### config.mk
export PLATFORM = sky130hd
export DESIGN_NAME = uart_ram_loader
export DESIGN_NICKNAME = d
export VERILOG_FILES = /design/src/rtl/uart_ram_loader.sv
export SDC_FILE = /design/constraint.sdc
export NUM_CORES = 1
export LEC_CHECK = 0
export CAP_MARGIN = 20
export CORE_MARGIN = 3
export CORE_UTILIZATION = 45
export CTS_BUF_LIST = sky130_fd_sc_hd__clkbuf_8
export DETAILED_ROUTE_END_ITERATION = 8
export GPL_TIMING_DRIVEN = 0
export HOLD_SLACK_MARGIN = 0.05
export PLACE_DENSITY = 0.67
export SYNTH_ARGS = -nofsm -noshare
export SYNTH_HDL_FRONTEND = slang
export SYNTH_SLANG_ARGS = --single-unit
### constraint.sdc
create_clock -name clk -period 2.3 [get_ports clk]
set_clock_uncertainty 0.05 [all_clocks]
set_input_delay 0.345 -clock clk [delete_from_list [all_inputs] [get_ports clk]]
set_output_delay 0.345 -clock clk [all_outputs]
set_load 0.01 [all_outputs]
### src/rtl/uart_ram_loader.sv
// UART (8N1) debug loader: receives a load frame on rxd and writes 32-bit
// words into RAM through the debug override port. The CPU is held in reset
// while a frame is in progress.
module uart_ram_loader #(
  parameter int          CLKS_PER_BIT = 868,
  parameter logic [7:0]  SYNC_BYTE    = 8'hA5
) (
  input  logic        clk,
  input  logic        rst,
  input  logic        rxd,
  output logic        override_ctrl,
  output logic        cpu_hold,
  output logic        ram_wen,
  output logic [31:0] ram_addr,
  output logic [31:0] ram_wdata,
  input  logic        ram_ready,
  output logic        load_done,
  output logic        load_err
);

  localparam int            CW        = $clog2(CLKS_PER_BIT);
  localparam logic [CW-1:0] BIT_LAST  = CW'(CLKS_PER_BIT - 1);
  localparam logic [CW-1:0] HALF_LAST = CW'(CLKS_PER_BIT / 2 - 1);
  localparam logic [CW-1:0] CNT_ONE   = CW'(1);

  typedef enum logic [1:0] {RX_IDLE, RX_START, RX_DATA, RX_STOP} rx_state_t;
  typedef enum logic [2:0] {S_IDLE, S_ADDR, S_CNT, S_DATA, S_WRITE, S_DONE} state_t;

  // rx path state
  logic          rxd_s1_q, rxd_s2_q, rxd_prev_q;
  logic          rxd_prev_d;
  rx_state_t     rx_state_q, rx_state_d;
  logic [CW-1:0] rx_cnt_q, rx_cnt_d;
  logic [2:0]    rx_bit_q, rx_bit_d;
  logic [7:0]    rx_sr_q, rx_sr_d;
  logic          byte_valid, frame_err;

  // frame FSM state
  state_t        state_q, state_d;
  logic [1:0]    bcnt_q, bcnt_d;
  logic [31:0]   sr_q, sr_d;
  logic [31:0]   addr_q, addr_d;
  logic [31:0]   wdata_q, wdata_d;
  logic [31:0]   rem_q, rem_d;
  logic          hold_vld_q, hold_vld_d;
  logic [7:0]    hold_q, hold_d;
  logic          err_q, err_d;

  logic          in_vld;
  logic [7:0]    in_byte;
  logic [31:0]   word;

  // State register for both the rx deserialiser and the frame FSM
  always_ff @(posedge clk) begin
    if (rst) begin
      rxd_s1_q   <= 1'b1;
      rxd_s2_q   <= 1'b1;
      rxd_prev_q <= 1'b1;
      rx_state_q <= RX_IDLE;
      rx_cnt_q   <= '0;
      rx_bit_q   <= '0;
      rx_sr_q    <= '0;
      state_q    <= S_IDLE;
      bcnt_q     <= '0;
      sr_q       <= '0;
      addr_q     <= '0;
      wdata_q    <= '0;
      rem_q      <= '0;
      hold_vld_q <= 1'b0;
      hold_q     <= '0;
      err_q      <= 1'b0;
    end else begin
      rxd_s1_q   <= rxd;
      rxd_s2_q   <= rxd_s1_q;
      rxd_prev_q <= rxd_prev_d;
      rx_state_q <= rx_state_d;
      rx_cnt_q   <= rx_cnt_d;
      rx_bit_q   <= rx_bit_d;
      rx_sr_q    <= rx_sr_d;
      state_q    <= state_d;
      bcnt_q     <= bcnt_d;
      sr_q       <= sr_d;
      addr_q     <= addr_d;
      wdata_q    <= wdata_d;
      rem_q      <= rem_d;
      hold_vld_q <= hold_vld_d;
      hold_q     <= hold_d;
      err_q      <= err_d;
    end
  end

  // Rx deserialiser: falling edge starts a byte, mid-bit sampling, stop check.
  // byte_valid fires in the stop-sample cycle, while rx_sr_q holds the byte.
  always_comb begin
    rxd_prev_d = rxd_s2_q;
    rx_state_d = rx_state_q;
    rx_cnt_d   = rx_cnt_q;
    rx_bit_d   = rx_bit_q;
    rx_sr_d    = rx_sr_q;
    byte_valid = 1'b0;
    frame_err  = 1'b0;
    case (rx_state_q)
      RX_IDLE: begin
        if (rxd_prev_q && !rxd_s2_q) begin
          rx_state_d = RX_START;
          rx_cnt_d   = '0;
        end
      end
      RX_START: begin
        if (rx_cnt_q == HALF_LAST) begin
          rx_cnt_d   = '0;
          rx_bit_d   = '0;
          // a line that is high again by mid-start was a glitch
          rx_state_d = rxd_s2_q ? RX_IDLE : RX_DATA;
        end else begin
          rx_cnt_d = rx_cnt_q + CNT_ONE;
        end
      end
      RX_DATA: begin
        if (rx_cnt_q == BIT_LAST) begin
          rx_cnt_d = '0;
          rx_sr_d  = {rxd_s2_q, rx_sr_q[7:1]};
          rx_bit_d = rx_bit_q + 3'd1;
          if (rx_bit_q == 3'd7) rx_state_d = RX_STOP;
        end else begin
          rx_cnt_d = rx_cnt_q + CNT_ONE;
        end
      end
      RX_STOP: begin
        if (rx_cnt_q == BIT_LAST) begin
          rx_cnt_d   = '0;
          rx_state_d = RX_IDLE;
          byte_valid = rxd_s2_q;
          frame_err  = !rxd_s2_q;
        end else begin
          rx_cnt_d = rx_cnt_q + CNT_ONE;
        end
      end
      default: rx_state_d = RX_IDLE;
    endcase
  end

  // Frame FSM next state: byte collection, write handshake, error aborts
  always_comb begin
    state_d    = state_q;
    bcnt_d     = bcnt_q;
    sr_d       = sr_q;
    addr_d     = addr_q;
    wdata_d    = wdata_q;
    rem_d      = rem_q;
    hold_vld_d = hold_vld_q;
    hold_d     = hold_q;
    err_d      = err_q;
    // a byte parked during WRITE takes priority over a fresh one
    in_vld     = hold_vld_q | byte_valid;
    in_byte    = hold_vld_q ? hold_q : rx_sr_q;
    word       = {in_byte, sr_q[31:8]};

    if (state_q inside {S_IDLE, S_ADDR, S_CNT, S_DATA}) begin
      if (hold_vld_q) begin
        hold_vld_d = byte_valid;
        hold_d     = rx_sr_q;
      end
      if (in_vld) begin
        sr_d   = word;
        bcnt_d = bcnt_q + 2'd1;
      end
    end

    case (state_q)
      S_IDLE: begin
        if (in_vld && in_byte == SYNC_BYTE) begin
          state_d = S_ADDR;
          bcnt_d  = '0;
          err_d   = 1'b0;
        end
      end
      S_ADDR: begin
        if (in_vld && bcnt_q == 2'd3) begin
          addr_d  = {word[31:2], 2'b00};
          state_d = S_CNT;
        end
      end
      S_CNT: begin
        if (in_vld && bcnt_q == 2'd3) begin
          rem_d   = word;
          state_d = (word == 32'd0) ? S_DONE : S_DATA;
        end
      end
      S_DATA: begin
        if (in_vld && bcnt_q == 2'd3) begin
          wdata_d = word;
          state_d = S_WRITE;
        end
      end
      S_WRITE: begin
        if (byte_valid && hold_vld_q) begin
          // second byte with nowhere to go: overrun abort
          err_d      = 1'b1;
          hold_vld_d = 1'b0;
          state_d    = S_IDLE;
        end else begin
          if (byte_valid) begin
            hold_vld_d = 1'b1;
            hold_d     = rx_sr_q;
          end
          if (ram_ready) begin
            addr_d  = addr_q + 32'd4;
            rem_d   = rem_q - 32'd1;
            state_d = (rem_q == 32'd1) ? S_DONE : S_DATA;
          end
        end
      end
      S_DONE: begin
        hold_vld_d = 1'b0;
        state_d    = S_IDLE;
      end
      default: state_d = S_IDLE;
    endcase

    if (frame_err) begin
      err_d      = 1'b1;
      hold_vld_d = 1'b0;
      state_d    = S_IDLE;
    end
  end

  // Outputs decoded from registered state only
  always_comb begin
    override_ctrl = (state_q != S_IDLE);
    cpu_hold      = (state_q != S_IDLE);
    ram_wen       = (state_q == S_WRITE);
    load_done     = (state_q == S_DONE);
    ram_addr      = addr_q;
    ram_wdata     = wdata_q;
    load_err      = err_q;
  end

endmodule

* Word level (Yosys, flattened, before mapping)
Index checks and enable logic that the tools add are counted.
Word-level totals: flip-flop bits (word level) 169, logic and storage cells 129, output and inout bits 69, bits of input ports 4
Operators by class: muxes and demuxes 54, bitwise logic cells 1, eq/ne operators 28, reduce and logical (&&, ||, !) cells 25, add/subtract/negate cells 5
Operators by type and width (count):
- 2-to-1 mux 32 bit | 6
- case mux 32 bit (2 select lines) | 2
- 2-to-1 mux 8 bit | 6
- adder 32 x 3 -> 32 bit, second input constant | 1
- == test 32 x 1 -> 1 bit, second input constant | 1
- logical NOT 32 bit | 1
- subtractor 32 x 1 -> 32 bit, second input constant | 1
- 2-to-1 mux 10 bit | 3
- 2-to-1 mux 3 bit | 10
- case mux 10 bit (3 select lines) | 1
- 2-to-1 mux 2 bit | 10
- case mux 3 bit (5 select lines) | 1
- inequality test 2 bit, second input constant | 6
- 2-to-1 mux 1 bit | 11
- adder 10 x 1 -> 10 bit, second input constant | 1
- == test 10 bit, second input constant | 1
- == test 10 x 9 -> 1 bit, second input constant | 1
- inequality test 2 x 1 -> 1 bit, second input constant | 5
- AND reduction 5 bit | 2
- == test 3 bit, second input constant | 3
- == test 8 bit, second input constant | 1
- case mux 2 bit (4 select lines) | 1
- AND reduction 4 bit | 2
- == test 2 bit, second input constant | 3
- other kinds (20) | 33

* Depth between registers and ports, before layout
word-level depth 8, gate-level depth with buffers 8, depth with buffers taken out 7

* Worst setup path after synthesis
OpenSTA, ideal clock, no wires.
path kind reg2reg, start register addr_q[2], in the netlist ram_addr[2], end register addr_q[14], in the netlist ram_addr[14], data required time 2180 ps, cell stages (with the launch flop) 7, library setup time 70 ps, arrival time 1980 ps, clock period less this slack 2100 ps, setup slack 200 ps, buffers on the path 0, cells stage by stage dfxtp_1 > ha_1 > nand3_1 > or3_4 > or4b_1 > a21oi_1 > o2bb2ai_1
Between the ends: word-level cells in the longest chain between the ends 4
Ends and longest elaborated chain:
- from (decl) | line 42 | logic [31:0] addr_q, addr_d;
- from (signal assigned) | line 83 | addr_q <= addr_d;
- adder 32 x 3 -> 32 bit | line 208 | addr_d = addr_q + 32'd4;
- 2-to-1 mux 32 bit | line 207 | if (ram_ready) begin
- 2-to-1 mux 32 bit | line 197 | if (byte_valid && hold_vld_q) begin
- case mux 32 bit (2 select lines) | line 170 | case (state_q)
No other way between the ends. The select of a mux whose other input is x is not followed. A chain may end at the register's enable or synchronous reset.

* Worst setup path in the final report
start register state_q[1], end register rem_q[18]
Between the ends: word-level cells in the longest chain between the ends 3, elaborated cells between the ends (all ways) 8, those cells by class eq/ne: 5; mux: 1; reduce/logical: 2
Ends and longest elaborated chain:
- from (decl) | line 39 | state_t state_q, state_d;
- from (signal assigned) | line 80 | state_q <= state_d;
- == test 3 bit or == test 3 x 2 -> 1 bit (tied branches) | line 170
- inequality test 2 bit (no source line), or another cell as far along
- AND reduction 4 bit (no source line)
- to (signal assigned) | line 85 | rem_q <= rem_d;
- to (decl) | line 44 | logic [31:0] rem_q, rem_d;
Parallel ways exist; a longest one is shown, timed or not.

==> flow_metrics.tcl <==
set metrics [dict create \
    outcome "finished, final reports clean" \
    min_period_over_period 0.992 \
    antenna_found_initial 0 \
    hold_end "rxd_prev_d" \
    ys_top_cells_by_count "185 x nand2_1, 159 x dfxtp_1, 128 x a21oi_1, 79 x nor2_1, 57 x clkbuf_1" \
    synth_top_area_frac 0.373 \
    synth_cell_type_count 78 \
    fp.dieW_um 144 \
    ys_seq_elements 159 \
    path_clk_slew_ps 100 \
    power_mw 5.09 \
    r2r_end "rem_q[18]" \
    synth-async-reset-ratio 0 \
    synth.yosys.seq_area_share 0.373 \
    dieHeight_um 144 \
    worstPathRequired_ps 2590 \
    reg2reg_depth 8 \
    grtUsageMet2 0.467 \
    cts-root-buf "clkbuf_8" \
    max_slew_margin 0.449 \
    port_buffers 69 \
    htree_num_levels 4 \
    synth_most_common_cell "nand2_1" \
    initial_core_util 0.467 \
    ant_nets 0 \
    max-cap-violations 0 \
    grt_max_degree 18 \
    grt_use_met1 0.442 \
    synthFlopType "dfxtp_1" \
    drv_slew 0 \
    dr.pass1.iters 7 \
    rows 49 \
    clock.fmax_mhz 438 \
    drc 0 \
    overflow 0 \
    yosys_warnings 0 \
    track_usage 0.320 \
    io_pins 73 \
    critPathMaxFanout 10 \
    cts.sinks 159 \
    criticalPathCategory "flop to flop" \
    drt-total-wl_um 33500 \
    core_um2 18300 \
    layout.cells.non_filler 1438 \
    startpoint_type "flop" \
    synth.largest_area_cell "dfxtp_1" \
    min_from "rxd_s1_q" \
    netlist_instances 1093 \
    vias 9521 \
    vias_per_cell 6.62 \
    syn_area_um2 8520 \
    met3_usage 0.0835 \
    arrival_ps 2580 \
    rsz0062_at_grt "yes" \
    vdd_drop_max_mv 0.392 \
    clock_latency_ps 480 \
    clock_path_buffers 2 \
    cp_cell_sequence "or3b_4 -> buf_2 -> clkbuf_4 -> clkbuf_4 -> nand2_1 -> o21ai_0 -> o211ai_1 -> o31ai_1" \
    synth_area_per_cell_um2 7.80 \
    dieArea_um2 20600 \
    drive_gt1_frac 0.156 \
    place.gp.congestion 0.990 \
    drt_iter0_drc 1096 \
    whs_path_depth 1 \
    cp_num_buf_inv 3 \
    slowest_delay_ps 460 \
    rrSetupSlack_ps 20 \
    synth_edf_count 0 \
    place_hpwl_um 23300 \
    dp.cells 1392 \
    grt_busiest_layer "met2" \
    cts_tree "built" \
    crit_top_cell "clkbuf_4" \
    period_needed_ps 2280 \
    post_drt_wl_per_cell_um 23.3 \
    hold_class "flop to flop" \
    grt_pass1_wl_um 51400 \
    area_growth_pct 22.2 \
    power.leakage_nw 3.50 \
    cp_top_family "buffers and inverters" \
    yosys-top-cells-area "dfxtp_1 37%, nand2_1 8.1%, a21oi_1 7.5%, nor2_1 3.5%, o32ai_1 2.9%" \
    worstSetupEndpointType "flop" \
    setup_viol 0 \
    grt_pass1_vias 8702 \
    power.density_nw_per_um2 488 \
    fin_nets 1208 \
    critPathSlowestCell "or3b_4" \
    hold_violations 0 \
    num_antenna_cells 0 \
    timing.rr.start "state_q[1]" \
    worst_pin_slew_ps 827 \
    numCtsBuffers 17 \
]
[what timing repair did]
action,CTS,global route
gates resized for setup,69,78
pin swaps,3,5
setup endpoints to repair,132,116
hold buffers,0,0
buffers inserted,6,14
[registers in the layout, summed over array words and instances (netlist names)]
register,count
rem_q,32
rx_bit_q,3
state_q,3
bcnt_q,2
rxd_prev_q,1
rx_cnt_q,10
load_err,1
ram_wdata,32
hold_vld_q,1
rx_sr_q,8
rxd_s1_q,1
sr_q,24
rxd_prev_d,1
hold_q,8
ram_addr,30
rx_state_q,2
[layer usage]
metal	share of wire	wire, µm	vias to the layer above
li1	-	-	4307
met1	0.41	13900	4459
met2	0.42	14100	629
met3	0.11	3760	126
met4	0.054	1800	0
met5	0	0	-
[power by group]
group	switching (mW)	internal [mW]	leakage, nW
combinational	0.119	0.0271	2.02
clock	1.27	0.912	0.202
sequential	0.00613	2.75	1.29
[layout by cell type, fill, tap and decap left out, drive strengths merged, types with 7 or more instances in the layout]
cell type / count
ha: 8
and4: 8
inv: 28
buf: 51
and2: 10
o22ai: 14
a32o: 10
nand2: 185
nor3: 29
nand4: 21
a211oi: 20
o32ai: 28
clkdlybuf4s50: 66
or2: 7
dfxtp: 159
a22oi: 12
a311oi: 9
nand3: 30
mux2i: 19
a21oi: 130
a31oi: 18
or3: 10
nor4: 26
and3: 17
o21ai: 27
nor2: 80
clkbuf: 71
a41oi: 7
[cell families after synthesis]
group	Yosys count	synth area share
other	1	0.000440
multiplexers	20	0.0250
buffers and inverters	109	0.0533
AO/OA/AOI/OAI	338	0.267
flip-flops	159	0.373
adder cells (fa/ha/maj)	8	0.0117
XOR/XNOR	1	0.00103
AND/OR/NAND/NOR	457	0.268
[stage by stage]
stage | hold slack, ps | util | worst slack [ps] | instance area (µm²) | TNS, ps
after floorplan | 339 | - | 200 | 8530 | 0
after global placement | 344 | 0.520 | -939 | 9500 | -36040
after detailed placement | 349 | 0.520 | -922 | 9500 | -34650
after CTS | 366 | 0.554 | 8.68 | 10100 | 0
after global routing | 388 | 0.570 | -30.4 | 10400 | -152
final | 363 | 0.570 | 19.2 | 10400 | 0
[how the worst max path moves through the flow]
stage,endpoint,start,cells past startpoint,slack (ps)
final,rem_q[18],state_q[1],8,20
after global routing,rx_cnt_q[5],rx_cnt_q[1],8,-30
after CTS,ram_wen,state_q[2],6,9
after detailed placement,ram_wen,state_q[2],6,-920
after global placement,ram_wen,state_q[2],6,-940
after floorplan,ram_addr[14],ram_addr[2],6,200
[area by class of cell]
type	instances	area (µm²)
fillers	1706	7850
well taps	229	287
plain buffers	84	483
clock inverters	15	170
flip-flops and latches	159	3200
repair buffers	89	840
multi-input cells	826	5120
clock buffers	17	234
inverters	19	73.8
No activity file was read; power rests on OpenSTA's default activity.
